`config.mk`:
```
export PLATFORM = sky130hd
export DESIGN_NAME = keypad_scanner
export DESIGN_NICKNAME = d
export VERILOG_FILES = /design/src/rtl/keypad_pkg.sv /design/src/rtl/keypad_tick_gen.sv /design/src/rtl/keypad_scanner.sv
export SDC_FILE = /design/constraint.sdc
export NUM_CORES = 1
export LEC_CHECK = 0
export CELL_PAD_IN_SITES_DETAIL_PLACEMENT = 0
export CELL_PAD_IN_SITES_GLOBAL_PLACEMENT = 1
export CORE_ASPECT_RATIO = 2
export CORE_MARGIN = 4
export CORE_UTILIZATION = 45
export DETAILED_ROUTE_END_ITERATION = 16
export PLACE_DENSITY_LB_ADDON = 0.1
export SYNTH_ARGS = -nofsm -noshare
export SYNTH_HDL_FRONTEND = slang
export SYNTH_SLANG_ARGS = --single-unit
```
`constraint.sdc`:
```
create_clock -name clk -period 2.4 [get_ports clk]
set_clock_uncertainty 0.15 [all_clocks]
set_input_delay 0.36 -clock clk [delete_from_list [all_inputs] [get_ports clk]]
set_output_delay 0.36 -clock clk [all_outputs]
set_load 0.02 [all_outputs]
```
`src/rtl/keypad_pkg.sv`:
```
// Shared types and constants for the 4x4 keypad scanner.
//   state_e        : scanner FSM states
//   ROWS_IDLE      : row pattern with no key pulling any row low
//   COL_PATTERN    : one-hot-low column drive, indexed by column number
//   key_lookup     : row/column to hex key code
//   lowest_low_row : index of the lowest-numbered row that is low
package keypad_pkg;

   typedef enum logic [1:0] {
      SCAN     = 2'd0,
      DEBOUNCE = 2'd1,
      HELD     = 2'd2
   } state_e;

   localparam logic [3:0] ROWS_IDLE = 4'b1111;

   // Element [c] drives column c low.
   localparam logic [3:0][3:0] COL_PATTERN = {4'b0111, 4'b1011, 4'b1101, 4'b1110};

   // Keypad legend:  r0: 1 2 3 A / r1: 4 5 6 B / r2: 7 8 9 C / r3: 0 F E D
   function automatic logic [3:0] key_lookup(input logic [1:0] r, input logic [1:0] c);
      logic [3:0] code;
      case ({r, c})
         4'b00_00: code = 4'h1;
         4'b00_01: code = 4'h2;
         4'b00_10: code = 4'h3;
         4'b00_11: code = 4'hA;
         4'b01_00: code = 4'h4;
         4'b01_01: code = 4'h5;
         4'b01_10: code = 4'h6;
         4'b01_11: code = 4'hB;
         4'b10_00: code = 4'h7;
         4'b10_01: code = 4'h8;
         4'b10_10: code = 4'h9;
         4'b10_11: code = 4'hC;
         4'b11_00: code = 4'h0;
         4'b11_01: code = 4'hF;
         4'b11_10: code = 4'hE;
         4'b11_11: code = 4'hD;
      endcase
      return code;
   endfunction

   // Scanning from the top down leaves the lowest low index as the result.
   function automatic logic [1:0] lowest_low_row(input logic [3:0] rows);
      logic [1:0] idx;
      idx = 2'd0;
      for (int i = 3; i >= 0; i--) begin
         if (!rows[i]) idx = 2'(i);
      end
      return idx;
   endfunction

endpackage

```
`src/rtl/keypad_tick_gen.sv`:
```
// Scan tick generator: one-clk pulse every SCAN_DIV clocks.
//   clk  : system clock
//   rst  : synchronous active-low reset
//   tick : high for one clk when the internal counter sits at SCAN_DIV-1
module keypad_tick_gen #(
   parameter int unsigned SCAN_DIV = 100000
) (
   input  logic clk,
   input  logic rst,
   output logic tick
);

   localparam int unsigned     CNT_W   = (SCAN_DIV > 1) ? $clog2(SCAN_DIV) : 1;
   localparam logic [CNT_W-1:0] CNT_MAX = CNT_W'(SCAN_DIV - 1);

   logic [CNT_W-1:0] cnt_q, cnt_d;
   logic             tick_q, tick_d;

   // Tick is registered from the next count so it coincides with cnt_q == CNT_MAX.
   always_comb begin
      cnt_d  = (cnt_q == CNT_MAX) ? '0 : cnt_q + CNT_W'(1);
      tick_d = (cnt_d == CNT_MAX);
   end

   always_ff @(posedge clk) begin
      if (!rst) begin
         cnt_q  <= '0;
         tick_q <= 1'b0;
      end else begin
         cnt_q  <= cnt_d;
         tick_q <= tick_d;
      end
   end

   assign tick = tick_q;

endmodule

```
`src/rtl/keypad_scanner.sv`:
```
// 4x4 active-low keypad scanner with debounce and a single-entry key register.
//   clk       : system clock
//   rst       : synchronous active-low reset
//   row       : matrix rows, active-low, asynchronous to clk
//   key_ack   : one-clk pulse, CPU consumed the key
//   column    : column drive, one-hot low
//   key_code  : hex code of the last accepted key
//   key_valid : key available, cleared by key_ack
//   overrun   : sticky, a key arrived while the previous one was unread
module keypad_scanner
   import keypad_pkg::*;
#(
   parameter int unsigned SCAN_DIV       = 100000,
   parameter int unsigned DEBOUNCE_TICKS = 20
) (
   input  logic       clk,
   input  logic       rst,
   input  logic [3:0] row,
   input  logic       key_ack,
   output logic [3:0] column,
   output logic [3:0] key_code,
   output logic       key_valid,
   output logic       overrun
);

   localparam int unsigned      DCNT_W   = $clog2(DEBOUNCE_TICKS + 1);
   localparam logic [DCNT_W-1:0] DCNT_TGT = DCNT_W'(DEBOUNCE_TICKS);

   logic              tick;
   logic [3:0]        row_meta_q, row_s_q;
   state_e            state_q, state_d;
   logic [1:0]        col_idx_q, col_idx_d;
   logic [1:0]        row_idx_q, row_idx_d;
   logic [DCNT_W-1:0] dcnt_q, dcnt_d, dcnt_inc;
   logic              accept_c;
   logic [3:0]        column_q, column_d;
   logic [3:0]        key_code_q, key_code_d;
   logic              key_valid_q, key_valid_d;
   logic              overrun_q, overrun_d;

   keypad_tick_gen #(
      .SCAN_DIV(SCAN_DIV)
   ) u_tick_gen (
      .clk (clk),
      .rst (rst),
      .tick(tick)
   );

   assign dcnt_inc = dcnt_q + DCNT_W'(1);

   // State and output registers, including the 2-flop row synchronizer.
   always_ff @(posedge clk) begin
      if (!rst) begin
         row_meta_q  <= ROWS_IDLE;
         row_s_q     <= ROWS_IDLE;
         state_q     <= SCAN;
         col_idx_q   <= 2'd0;
         row_idx_q   <= 2'd0;
         dcnt_q      <= '0;
         column_q    <= COL_PATTERN[0];
         key_code_q  <= 4'h0;
         key_valid_q <= 1'b0;
         overrun_q   <= 1'b0;
      end else begin
         row_meta_q  <= row;
         row_s_q     <= row_meta_q;
         state_q     <= state_d;
         col_idx_q   <= col_idx_d;
         row_idx_q   <= row_idx_d;
         dcnt_q      <= dcnt_d;
         column_q    <= column_d;
         key_code_q  <= key_code_d;
         key_valid_q <= key_valid_d;
         overrun_q   <= overrun_d;
      end
   end

   // Next-state: all decisions are taken on tick cycles only.
   always_comb begin
      state_d   = state_q;
      col_idx_d = col_idx_q;
      row_idx_d = row_idx_q;
      dcnt_d    = dcnt_q;
      accept_c  = 1'b0;
      if (tick) begin
         unique case (state_q)
            SCAN: begin
               if (row_s_q == ROWS_IDLE) begin
                  col_idx_d = col_idx_q + 2'd1;
               end else begin
                  row_idx_d = lowest_low_row(row_s_q);
                  if (DEBOUNCE_TICKS == 1) begin
                     accept_c = 1'b1;
                     dcnt_d   = '0;
                     state_d  = HELD;
                  end else begin
                     dcnt_d  = DCNT_W'(1);
                     state_d = DEBOUNCE;
                  end
               end
            end
            DEBOUNCE: begin
               if (!row_s_q[row_idx_q]) begin
                  if (dcnt_inc == DCNT_TGT) begin
                     accept_c = 1'b1;
                     dcnt_d   = '0;
                     state_d  = HELD;
                  end else begin
                     dcnt_d = dcnt_inc;
                  end
               end else begin
                  dcnt_d    = '0;
                  col_idx_d = col_idx_q + 2'd1;
                  state_d   = SCAN;
               end
            end
            HELD: begin
               // Any low row restarts the release count.
               if (row_s_q == ROWS_IDLE) begin
                  if (dcnt_inc == DCNT_TGT) begin
                     dcnt_d    = '0;
                     col_idx_d = col_idx_q + 2'd1;
                     state_d   = SCAN;
                  end else begin
                     dcnt_d = dcnt_inc;
                  end
               end else begin
                  dcnt_d = '0;
               end
            end
            default: begin
               state_d = SCAN;
            end
         endcase
      end
   end

   // Outputs: column follows the scan index; accept/ack arbitration for the key register.
   always_comb begin
      column_d    = COL_PATTERN[col_idx_d];
      key_code_d  = key_code_q;
      key_valid_d = key_valid_q;
      overrun_d   = overrun_q;
      if (accept_c) begin
         if (!key_valid_q || key_ack) begin
            key_code_d  = key_lookup(row_idx_d, col_idx_q);
            key_valid_d = 1'b1;
            if (key_ack) overrun_d = 1'b0;
         end else begin
            overrun_d = 1'b1;
         end
      end else if (key_ack) begin
         key_valid_d = 1'b0;
         overrun_d   = 1'b0;
      end
   end

   assign column    = column_q;
   assign key_code  = key_code_q;
   assign key_valid = key_valid_q;
   assign overrun   = overrun_q;

endmodule

```
# Word level (Yosys, flattened, before mapping)
# Memories as Yosys holds them, arrays and structs flattened. A register that Yosys moved wholly into a read port is not among the register bits.
# Index checks and enable logic that the tools add are counted.
# op_classes
add_sub_neg,3
magnitude_cmp,2
n_eq_ne,11
muxes,39
n_reduce_logical,10
# op_table
cell,count
$eq 17x17->1 const B,2
$mux 2,17
$mux 5,4
$add 17x1->17 const B,1
$mux 17,1
$pmux 5 s3,1
$pmux 2 s3,2
$mux 1,11
$bmux 4 s2,1
$lt 2x3->1 const B,2
$ne 2x2->1 const B,3
$add 5x1->5 const B,1
$eq 5x5->1 const B,1
$reduce_and 5->1,1
$eq 4x4->1 const B,1
$mux 4,1
$reduce_and 2->1,2
$ne 3x3->1 const B,1
$reduce_and 3->1,1
$reduce_bool 3->1,1
$add 2x1->2 const B,1
$bmux 1 s2,1
$eq 2x1->1 const B,1
$eq 2x2->1 const B,1
5 further kinds,6
# totals
ff_bits,43
mem_bits_ro,64
n_memories,1
# memory_table
memory,depth,width,read_ports,rd_clocked_by_memory_dff,write_ports,line,text
(name not given),16,4,1,1,0,keypad_pkg.sv:23,"case ({r, c})"

# Depth between registers and ports, before layout
# Gate-level depths: netlist of run 1.
# depth
word_depth,8
mapped_depth,8
mapped_depth_nobuf,7

# By module
# A second synthesis of run 1 with hierarchy kept.
# unflattened
hier_cells,278
area_unflattened_um2,2499.9
# by_module_without_submodules
module,n_inst,cells_per_inst,area_per_inst_um2,seq_area_each_um2
keypad_scanner,1,165,1475.2,580.6
keypad_tick_gen,1,113,1024.7,360.3

# Least setup slack after synthesis of run 1
# No wires, ideal clock.
# synth_timing
path_type,register to register
from,register u_tick_gen.cnt_q[0]
to,register u_tick_gen.tick_q (netlist: u_tick_gen.tick)
setup_ns,0.088
arrival_ns,1.845
slack_ns,0.317
stages_incl_launch_ff,8
path_buffers,1
synth_period_minus_slack_ns,2.083
path_cell_list,dfxtp_1 > ha_1 > and4_2 > buf_2 > nand4_1 > mux2i_1 > a2111oi_2 > nor4bb_4
# synth_via
elab_chain_cells,3
word_cells_on_any_way,4
cone_classes,1 x add/sub; 2 x eq/ne; 1 x mux
# synth_rtl
item,line,text
start: declaration,keypad_tick_gen.sv:16,"logic [CNT_W-1:0] cnt_q, cnt_d;"
start signal: assignment,keypad_tick_gen.sv:30,cnt_q <= cnt_d;
$add 17x1->17 / $eq 17x17->1 (equally long branches),keypad_tick_gen.sv:21,cnt_d = (cnt_q == CNT_MAX) ? '0 : cnt_q + CNT_W'(1);
$mux 17 (*),keypad_tick_gen.sv:21,
$eq 17x17->1 (*),keypad_tick_gen.sv:22,tick_d = (cnt_d == CNT_MAX);
end signal: assignment,keypad_tick_gen.sv:31,tick_q <= tick_d;
end: declaration,keypad_tick_gen.sv:17,"logic tick_q, tick_d;"
# Mark *: on every way between the ends. The rest lies on a longest branch, timed or not.
# A chain may end at the register's enable or synchronous reset.

# Worst setup path in the final report of run 1
# Same ends and word-level chain as after synthesis.

==> results.ini, run 1 <==
[critical_path]
slowest_stage=dfxtp_1
crit_buf_inv=0
endpoint_kind=flop
start_kind=flop
slowest_delay_ns=0.40
critical_path_required_ns=2.47
cp.arrival_ns=2.33
crit_family=simple AND/OR/NAND/NOR gates
critPathKind=flop to flop
crit_fanout=6
path_cells=ha_1 > nand4_2 > nor3_1 > mux2_2 > o21ai_0 > nor4bb_4

[grt]
grt_pass1_wl_mm=10.1
grt_max_degree=17
gr-total-overflow=0
antenna_found_initial=0
grt_use_total_pct=19.8
grt_pass1_vias=2117

[run]
maxCapViolCount=0

[placement]
gp_congestion=0.920
place_ws_ns=0.152
hpwl_mm=4.89
port_buffers=16

[synth]
synth_fa_ha_area_share_pct=4.50
synth_edf_count=0
synth.area.top_cells=dfxtp_1, ha_1, nor2_1, nand2_1, nand2b_1
synth_top_cell_area_share_pct=37.6
synth.area.mux_share_pct=3.40
syn_inst=282
ys.flop_type=dfxtp_1
yosys_warnings=0
syn-cell-area_um2=2500
yosys.area_share.simple_pct=28.8
synth-seq-cells=47
syn-mean-instance-area_um2=8.87
synth_most_common_cell=dfxtp_1
syn_nets=298
synth_top_area_cell=dfxtp_1
synthTopCellsByCount=dfxtp_1, nor2_1, nand2_1
ys_types=60
synthArstFlopShare_pct=0
ys_seq_area_share_pct=37.6
synth_top_family_by_area=simple AND/OR/NAND/NOR gates
synth-xor-area-share_pct=4.55
synth-compound-area-share_pct=17.3

[sta]
tightest_slew_ns=0.479
finalSetupViolations=0
maxSlewViolCount=0
fmax_mhz=443
setup_tns_ns=0
rsz0062_at_grt=false
finalHoldViolCount=0
fin_crit_ns=2.26
finalWorstSetupSlack_ns=0.143
fin_crit_sh_pct=94.1
maxSlewHeadroom_pct=67.9

[cells_and_area]
antenna_cells=0
fill_cells=542
post-route-util_pct=52.9
nNetsFinal=325
drive_above_1_share_pct=13.2
area_growth_pct=14.6

[die]
start_util_pct=46.1
ios=17
die_area_um2=6890
rows=38
die_h_um=113
coreArea_um2=5420
die_w_um=60.7

[detailed_routing]
ant_nets=0
routed_wl_mm=6.24
via_count=2147
drt_iter0_drc=96
routedWlPerCell_um=16.9
first_pass_iters=4
drc=0
vias_per_cell=5.80

[clock_network]
clock-root-buffer=clkbuf_8
cts_hold_buf=0
htree_levels=2
ctsResizeCount=0
cts_setup_buffers=0
clkLatencyLatePin_ns=0.31
cts_buffers=5
clk_pin_slew_ns=0.10
clockBufferDepth=2
clkSinkCount=47
cts_tree=done

[power_and_ir_drop]
p_per_area_nw_per_um2=472
ir_drop_mv=0.323
p_leak_nw=1.06

[hold_path]
hp-class=flop to flop

[outcome]
status=complete, no violations

## layout by cell type, fill, tap and decap left out, types with 6 or more instances in the layout
master / synthesis / final
dfxtp_1: 47 / 47
nor2_1: 26 / 26
nand2_1: 23 / 23
clkdlybuf4s50_1: 0 / 16
o21ai_0: 15 / 15
a21oi_1: 15 / 15
nand3_1: 13 / 13
nand2b_1: 13 / 13
buf_4: 3 / 13
nor3_1: 12 / 12
inv_1: 11 / 11
ha_1: 9 / 9
xnor2_1: 7 / 7
xor2_1: 6 / 6
a31oi_1: 6 / 6
## flip-flops by register name (all words and copies together) (netlist names)
register and flops:
col_idx_q 2, column 4, dcnt_q 5, key_code 4
key_valid 1, overrun 1, row_idx_q 2, row_meta_q 4
row_s_q 4, state_q 2, u_tick_gen.cnt_q 17, u_tick_gen.tick 1
## per-stage QoR
step	cells	hold slack [ns]	area [um^2]	total power [mW]
global placement	362	0.239	2780	0.884
finish	370	0.253	2870	1.35
floorplan	282	0.236	2500	0.852
global route	370	0.280	2870	1.41
CTS	370	0.259	2870	1.37
detailed placement	362	0.243	2780	0.884
## worst reg2reg max path, stage by stage (launching register included)
cell,delay (ns)
dfxtp_1,0.40
ha_1,0.28
nand4_2,0.18
nor3_1,0.35
mux2_2,0.38
o21ai_0,0.15
nor4bb_4,0.28
## power breakdown
part | total (mW) | switching, mW | internal (mW)
clock | 0.487 | 0.284 | 0.203
sequential | 0.798 | 0.00871 | 0.790
combinational | 0.0679 | 0.0369 | 0.0309
## metal layers
layer | share of wire [%] | GRT usage, %
met5 | 0 | 0
met2 | 60 | 39.0
met1 | 33 | 17.2
met3 | 2.1 | 1.93
met4 | 5.2 | 12.7
## path summary, 6_finish.rpt
kind	startpoint	to	slack [ns]	cells past startpoint
setup / recovery	u_tick_gen.cnt_q[0]	u_tick_gen.tick	0.14	6
hold reg to reg	row_meta_q[2]	row_s_q[2]	0.25	1
setup reg to reg	u_tick_gen.cnt_q[0]	u_tick_gen.tick	0.14	6
hold / removal	row_meta_q[2]	row_s_q[2]	0.25	1
## logic make-up (layout without fill, tap and decap cells)
family	Yosys count	count (layout)
muxes	7	7
AOI/OAI and AO/OA	60	60
and+or+nand+nor	126	126
buffers and inverters	20	48
xor gates and xnor gates	13	13
adders and majority gates	9	9
DFF	47	47
## cell type report
class / instances / area [um^2] / area share, %
Multi-Input combinational cell: 215 / 1460 / 51.0
Clock inverter: 3 / 20.0 / 0.698
Timing Repair Buffer: 29 / 258 / 8.99
Clock buffer: 5 / 68.8 / 2.40
Tap cell: 60 / 75.1 / 2.62
Inverter: 11 / 41.3 / 1.44
Sequential cell: 47 / 941 / 32.8
Note: power is estimated with default switching activity, not from simulation.
==> run 2, diff against run 1 <==
--- a/config.mk
+++ b/config.mk
@@ -5,6 +5,7 @@
 export SDC_FILE = /design/constraint.sdc
 export NUM_CORES = 1
 export LEC_CHECK = 0
+export CAP_MARGIN = 20
 export CELL_PAD_IN_SITES_DETAIL_PLACEMENT = 0
 export CELL_PAD_IN_SITES_GLOBAL_PLACEMENT = 1
 export CORE_ASPECT_RATIO = 2
==> constraint.sdc (replaced) <==
create_clock -name clk -period 2.3 [get_ports clk]
set_clock_uncertainty 0.15 [all_clocks]
set_input_delay 0.345 -clock clk [delete_from_list [all_inputs] [get_ports clk]]
set_output_delay 0.345 -clock clk [all_outputs]
set_load 0.02 [all_outputs]
==> run 2 against run 1 <==
Worst hold slack better by 0.013 ns; critical path depth unchanged; clock power up 30%; critical endpoint unchanged; largest cell class unchanged.
==> results.ini, run 2 (synthesized netlist as in run 1, its figures left out) <==
[die]
ios=17
start_util_pct=46.1
die_h_um=113
coreArea_um2=5420
rows=38
die_area_um2=6890
die_w_um=60.7

[grt]
grt_pass1_wl_mm=10.7
grt_use_total_pct=20.5
gr-total-overflow=0
grt_pass1_vias=2284
antenna_found_initial=0
grt_max_degree=17

[hold_path]
hp-class=flop to flop
whs_endpoint=row_s_q[3]
min_from=row_meta_q[3]
hold_depth=1

[sta]
finalHoldViolCount=0
setup_tns_ns=0
finalSetupViolations=0
fin_crit_sh_pct=92.4
holdWs_ns=0.266
maxSlewHeadroom_pct=69.9
fin_crit_ns=2.12
finalWorstSetupSlack_ns=0.175
rsz0062_at_grt=false
fmax_mhz=471
maxSlewViolCount=0
tightest_slew_ns=0.449

[cells_and_area]
largest_register_ffs=17
antenna_cells=0
nNetsFinal=329
final_common_cell=dfxtp_1
final_cells=374
final_cell_mix=dfxtp_1, nor2_1, nand2_1, buf_4, clkdlybuf4s50_1
regMostFlops=u_tick_gen.cnt_q
reg_top3=u_tick_gen.cnt_q x17, dcnt_q x5
area_growth_pct=17.8
post-route-util_pct=54.4
drive_above_1_share_pct=15.9

[clock_network]
clkLatencyLatePin_ns=0.30
cts_buffers=5
cts_tree=done
htree_levels=2
clkSinkCount=47
clockBufferDepth=2
clk_pin_slew_ns=0.09
cts_setup_buffers=0
clock-root-buffer=clkbuf_8

[detailed_routing]
routed_wl_mm=6.33
vias_per_cell=5.75
drt_iter0_drc=110
via_count=2151
drc=0
routedWlPerCell_um=16.9
first_pass_iters=5
ant_nets=0

[placement]
gp_congestion=0.881
place_ws_ns=0.0373
hpwl_mm=5.08
place_inst=366
port_buffers=16

[outcome]
status=complete, no violations

[critical_path]
start_kind=flop
crit-reg2reg-launch=u_tick_gen.cnt_q[0]
critPathKind=flop to flop
slowest_delay_ns=0.37
path_cells=ha_2 > nand4_2 > nor3_2 > mux2_2 > o21ai_0 > nor4bb_4
endpoint_kind=flop
rr_endpoint=u_tick_gen.tick
ff2ff_setup_slack_ns=0.18
crit_fanout=6
r2r_cells=6
cp.arrival_ns=2.18
critical_path_required_ns=2.36
slowest_stage=dfxtp_2

[power_and_ir_drop]
ir_drop_mv=0.666
p_per_area_nw_per_um2=522
p_leak_nw=1.10

[run]
maxCapViolCount=0

-- run 2: cell count changes in the layout (fill, tap and decap cells not counted), sizes merged --
cell      delta
bufinv       +1
clkbuf       +1
buf          +4
clkinvlp     -2
-- run 2: critical path: cells and delay by family (launching register included) --
| kind | cells | cell delay [ns] |
|---|---|---|
| multiplexers | 1 | 0.35 |
| AND/OR/NAND/NOR | 3 | 0.76 |
| AO/OA/AOI/OAI | 1 | 0.16 |
| flip-flops | 1 | 0.37 |
| adder cells (fa/ha/maj) | 1 | 0.25 |
-- run 2: timing repair --
action | in CTS | in global routing
endpoints found under the setup margin | 0 | 1
resized for setup | 0 | 6
hold buffers | 0 | 0
-- run 2: worst max-delay path by stage --
stage                        startpoint              end  slack (ns)  cells past startpoint
finish              u_tick_gen.cnt_q[0]  u_tick_gen.tick        0.18                      6
global route        u_tick_gen.cnt_q[0]  u_tick_gen.tick        0.02                      6
CTS                 u_tick_gen.cnt_q[0]  u_tick_gen.tick        0.04                      6
detailed placement  u_tick_gen.cnt_q[0]  u_tick_gen.tick        0.04                      6
global placement    u_tick_gen.cnt_q[0]  u_tick_gen.tick        0.10                      6
floorplan           u_tick_gen.cnt_q[0]  u_tick_gen.tick        0.22                      7
-- run 2: cell type report --
| class | count | area (um^2) |
|---|---|---|
| clock buffers | 6 | 82.6 |
| clock inverters | 2 | 35.0 |
| flip-flops and latches | 47 | 942 |
| well taps | 60 | 75.1 |
| inverters | 11 | 41.3 |
| repair buffers | 33 | 288 |
| multi-input cells | 215 | 1480 |
| fillers | 547 | 2470 |
-- run 2: where the power goes --
group	switching [mW]	internal, mW
combinational	0.0385	0.0328
sequential	0.00992	0.824
clock	0.280	0.352
-- run 2: routing by layer --
layer | share of wire, % | up-vias | global-route usage (%) | routed length, um
met1 | 33 | 1016 | 19.0 | 2090
met4 | 4.1 | 0 | 10.1 | 261
met5 | 0 | - | 0 | 0
met2 | 61 | 44 | 40.2 | 3850
met3 | 2.1 | 17 | 2.49 | 134
li1 | - | 1074 | - | -
-- run 2: stage by stage --
step | area [um^2] | power (mW)
2_1_floorplan | 2500 | 0.889
3_3_place_gp | 2810 | 0.922
3_5_place_dp | 2810 | 0.924
4_1_cts | 2930 | 1.55
5_1_grt | 2950 | 1.59
6_report | 2950 | 1.54
==> run 3, diff against run 2 <==
--- a/config.mk
+++ b/config.mk
@@ -9,10 +9,11 @@
 export CELL_PAD_IN_SITES_DETAIL_PLACEMENT = 0
 export CELL_PAD_IN_SITES_GLOBAL_PLACEMENT = 1
 export CORE_ASPECT_RATIO = 2
-export CORE_MARGIN = 4
+export CORE_MARGIN = 2
 export CORE_UTILIZATION = 45
 export DETAILED_ROUTE_END_ITERATION = 16
 export PLACE_DENSITY_LB_ADDON = 0.1
+export SKIP_LAST_GASP = 1
 export SYNTH_ARGS = -nofsm -noshare
 export SYNTH_HDL_FRONTEND = slang
 export SYNTH_SLANG_ARGS = --single-unit
==> run 3 against run 2 <==
Clock-buffer cell count unchanged; power down 8.4%; clock power fell by 21%; combinational power fell by 1%; critical path depth is 1 lower; final area is 0.68% lower; global-route usage is 1.2 points higher; utilization up 0.11 points; routed wire length fell by 1.7%; non-clock buffer count unchanged; flip-flop and latch count unchanged; worst setup slack lost 0.020 ns.
==> results.ini, run 3 (synthesized netlist as in run 1, its figures left out) <==
[outcome]
status=complete, no violations

[die]
ios=17
die_h_um=109
coreArea_um2=5370
start_util_pct=46.6
die_w_um=56.7
rows=38
die_area_um2=6210

[clock_network]
cts_hold_buf=0
cts_tree=done
cts_buffers=5
clk_pin_slew_ns=0.09
clkLatencyLatePin_ns=0.31
clock-root-buffer=clkbuf_8
clockBufferDepth=2
htree_levels=2
clkSinkCount=47

[cells_and_area]
reg_top3=u_tick_gen.cnt_q x17, dcnt_q x5
regMostFlops=u_tick_gen.cnt_q
final_cell_area_um2=2930
final_common_cell=dfxtp_1
nNetsFinal=329
fill_cells=526
final_cell_mix=dfxtp_1, nor2_1, nand2_1, buf_4, clkdlybuf4s50_1
largest_register_ffs=17
antenna_cells=0
drive_above_1_share_pct=14.6
area_growth_pct=17.0

[detailed_routing]
drt_iter0_drc=65
vias_per_cell=5.71
first_pass_iters=4
ant_nets=0
routed_wl_mm=6.23
via_count=2136
drc=0
routedWlPerCell_um=16.7

[critical_path]
critPathKind=flop to flop
crit_fanout=6
rr_endpoint=u_tick_gen.tick
cp.arrival_ns=2.23
critical_path_required_ns=2.38
slowest_delay_ns=0.53
crit_buf_inv=0
r2r_cells=5
slowest_stage=or4_4
ff2ff_setup_slack_ns=0.16
start_kind=flop
crit_family=simple AND/OR/NAND/NOR gates
endpoint_kind=flop
path_cells=ha_4 > nand4_4 > or4_4 > a2111oi_2 > nor4bb_4
cp_num_cells=5
crit-reg2reg-launch=u_tick_gen.cnt_q[0]

[sta]
rsz0062_at_grt=false
tightest_slew_ns=0.414
fin_crit_ns=2.14
fin_crit_sh_pct=93.3
finalSetupViolations=0
finalHoldViolCount=0
maxSlewHeadroom_pct=72.1
fmax_mhz=466
maxSlewViolCount=0
setup_tns_ns=0

[hold_path]
min_from=row_meta_q[0]
hp-class=flop to flop
whs_endpoint=row_s_q[0]
hold_depth=1

[grt]
antenna_found_initial=0
grt_use_total_pct=21.7
gr-total-overflow=0
grt_pass1_vias=2104
grt_pass1_wl_mm=10.1
grt_max_degree=17

[placement]
gp_congestion=0.890
hpwl_mm=4.90
port_buffers=16
dpl_cell_area_um2=2810

[power_and_ir_drop]
p_per_area_nw_per_um2=481
ir_drop_mv=0.568
p_leak_nw=1.10

[run]
maxCapViolCount=0

[run 3: where the power goes]
part           total [mW]  internal [mW]  switching [mW]
Sequential          0.835          0.824          0.0116
Combinational      0.0705         0.0339          0.0366
Clock               0.502          0.213           0.289
[run 3: how the worst max path moves through the flow]
stage | from | to
global placement | u_tick_gen.cnt_q[0] | u_tick_gen.tick
floorplan | u_tick_gen.cnt_q[0] | u_tick_gen.tick
global route | u_tick_gen.cnt_q[0] | u_tick_gen.tick
detailed placement | u_tick_gen.cnt_q[0] | u_tick_gen.tick
CTS | u_tick_gen.cnt_q[0] | u_tick_gen.tick
finish | u_tick_gen.cnt_q[0] | u_tick_gen.tick
[run 3: layer usage]
metal / wire [um] / part of all wire [%] / global-route usage, % / vias up
met5: 0 / 0 / 0 / -
li1: - / - / - / 1077
met2: 3680 / 59 / 44.4 / 34
met4: 257 / 4.1 / 11.9 / 0
met1: 2170 / 35 / 19.1 / 1007
met3: 117 / 1.9 / 3.29 / 18
[run 3: layout make-up]
type / count / area, um^2 / share of cell area, %
Clock buffer: 6 / 72.6 / 2.48
Inverter: 11 / 41.3 / 1.41
Timing Repair Buffer: 33 / 288 / 9.83
Clock inverter: 2 / 12.5 / 0.428
Multi-Input combinational cell: 215 / 1500 / 51.1
Sequential cell: 47 / 941 / 32.2
Tap cell: 60 / 75.1 / 2.57
[run 3: metrics by stage]
step | power, mW | hold WS (ns) | setup WS [ns] | instances | util (%)
detailed placement | 0.922 | 0.243 | 0.0727 | 366 | 52.3
CTS | 1.42 | 0.267 | 0.0637 | 374 | 53.8
finish | 1.41 | 0.261 | 0.155 | 374 | 54.5
global placement | 0.921 | 0.239 | 0.117 | 366 | 52.3
global route | 1.46 | 0.285 | 0.0172 | 374 | 54.5
floorplan | 0.889 | 0.236 | 0.217 | 282 | -
[run 3: what timing repair did]
| action | CTS | global route |
|---|---|---|
| gates resized for setup | 0 | 6 |
| endpoints found under the setup margin | 0 | 1 |
| buffers inserted | 0 | 0 |
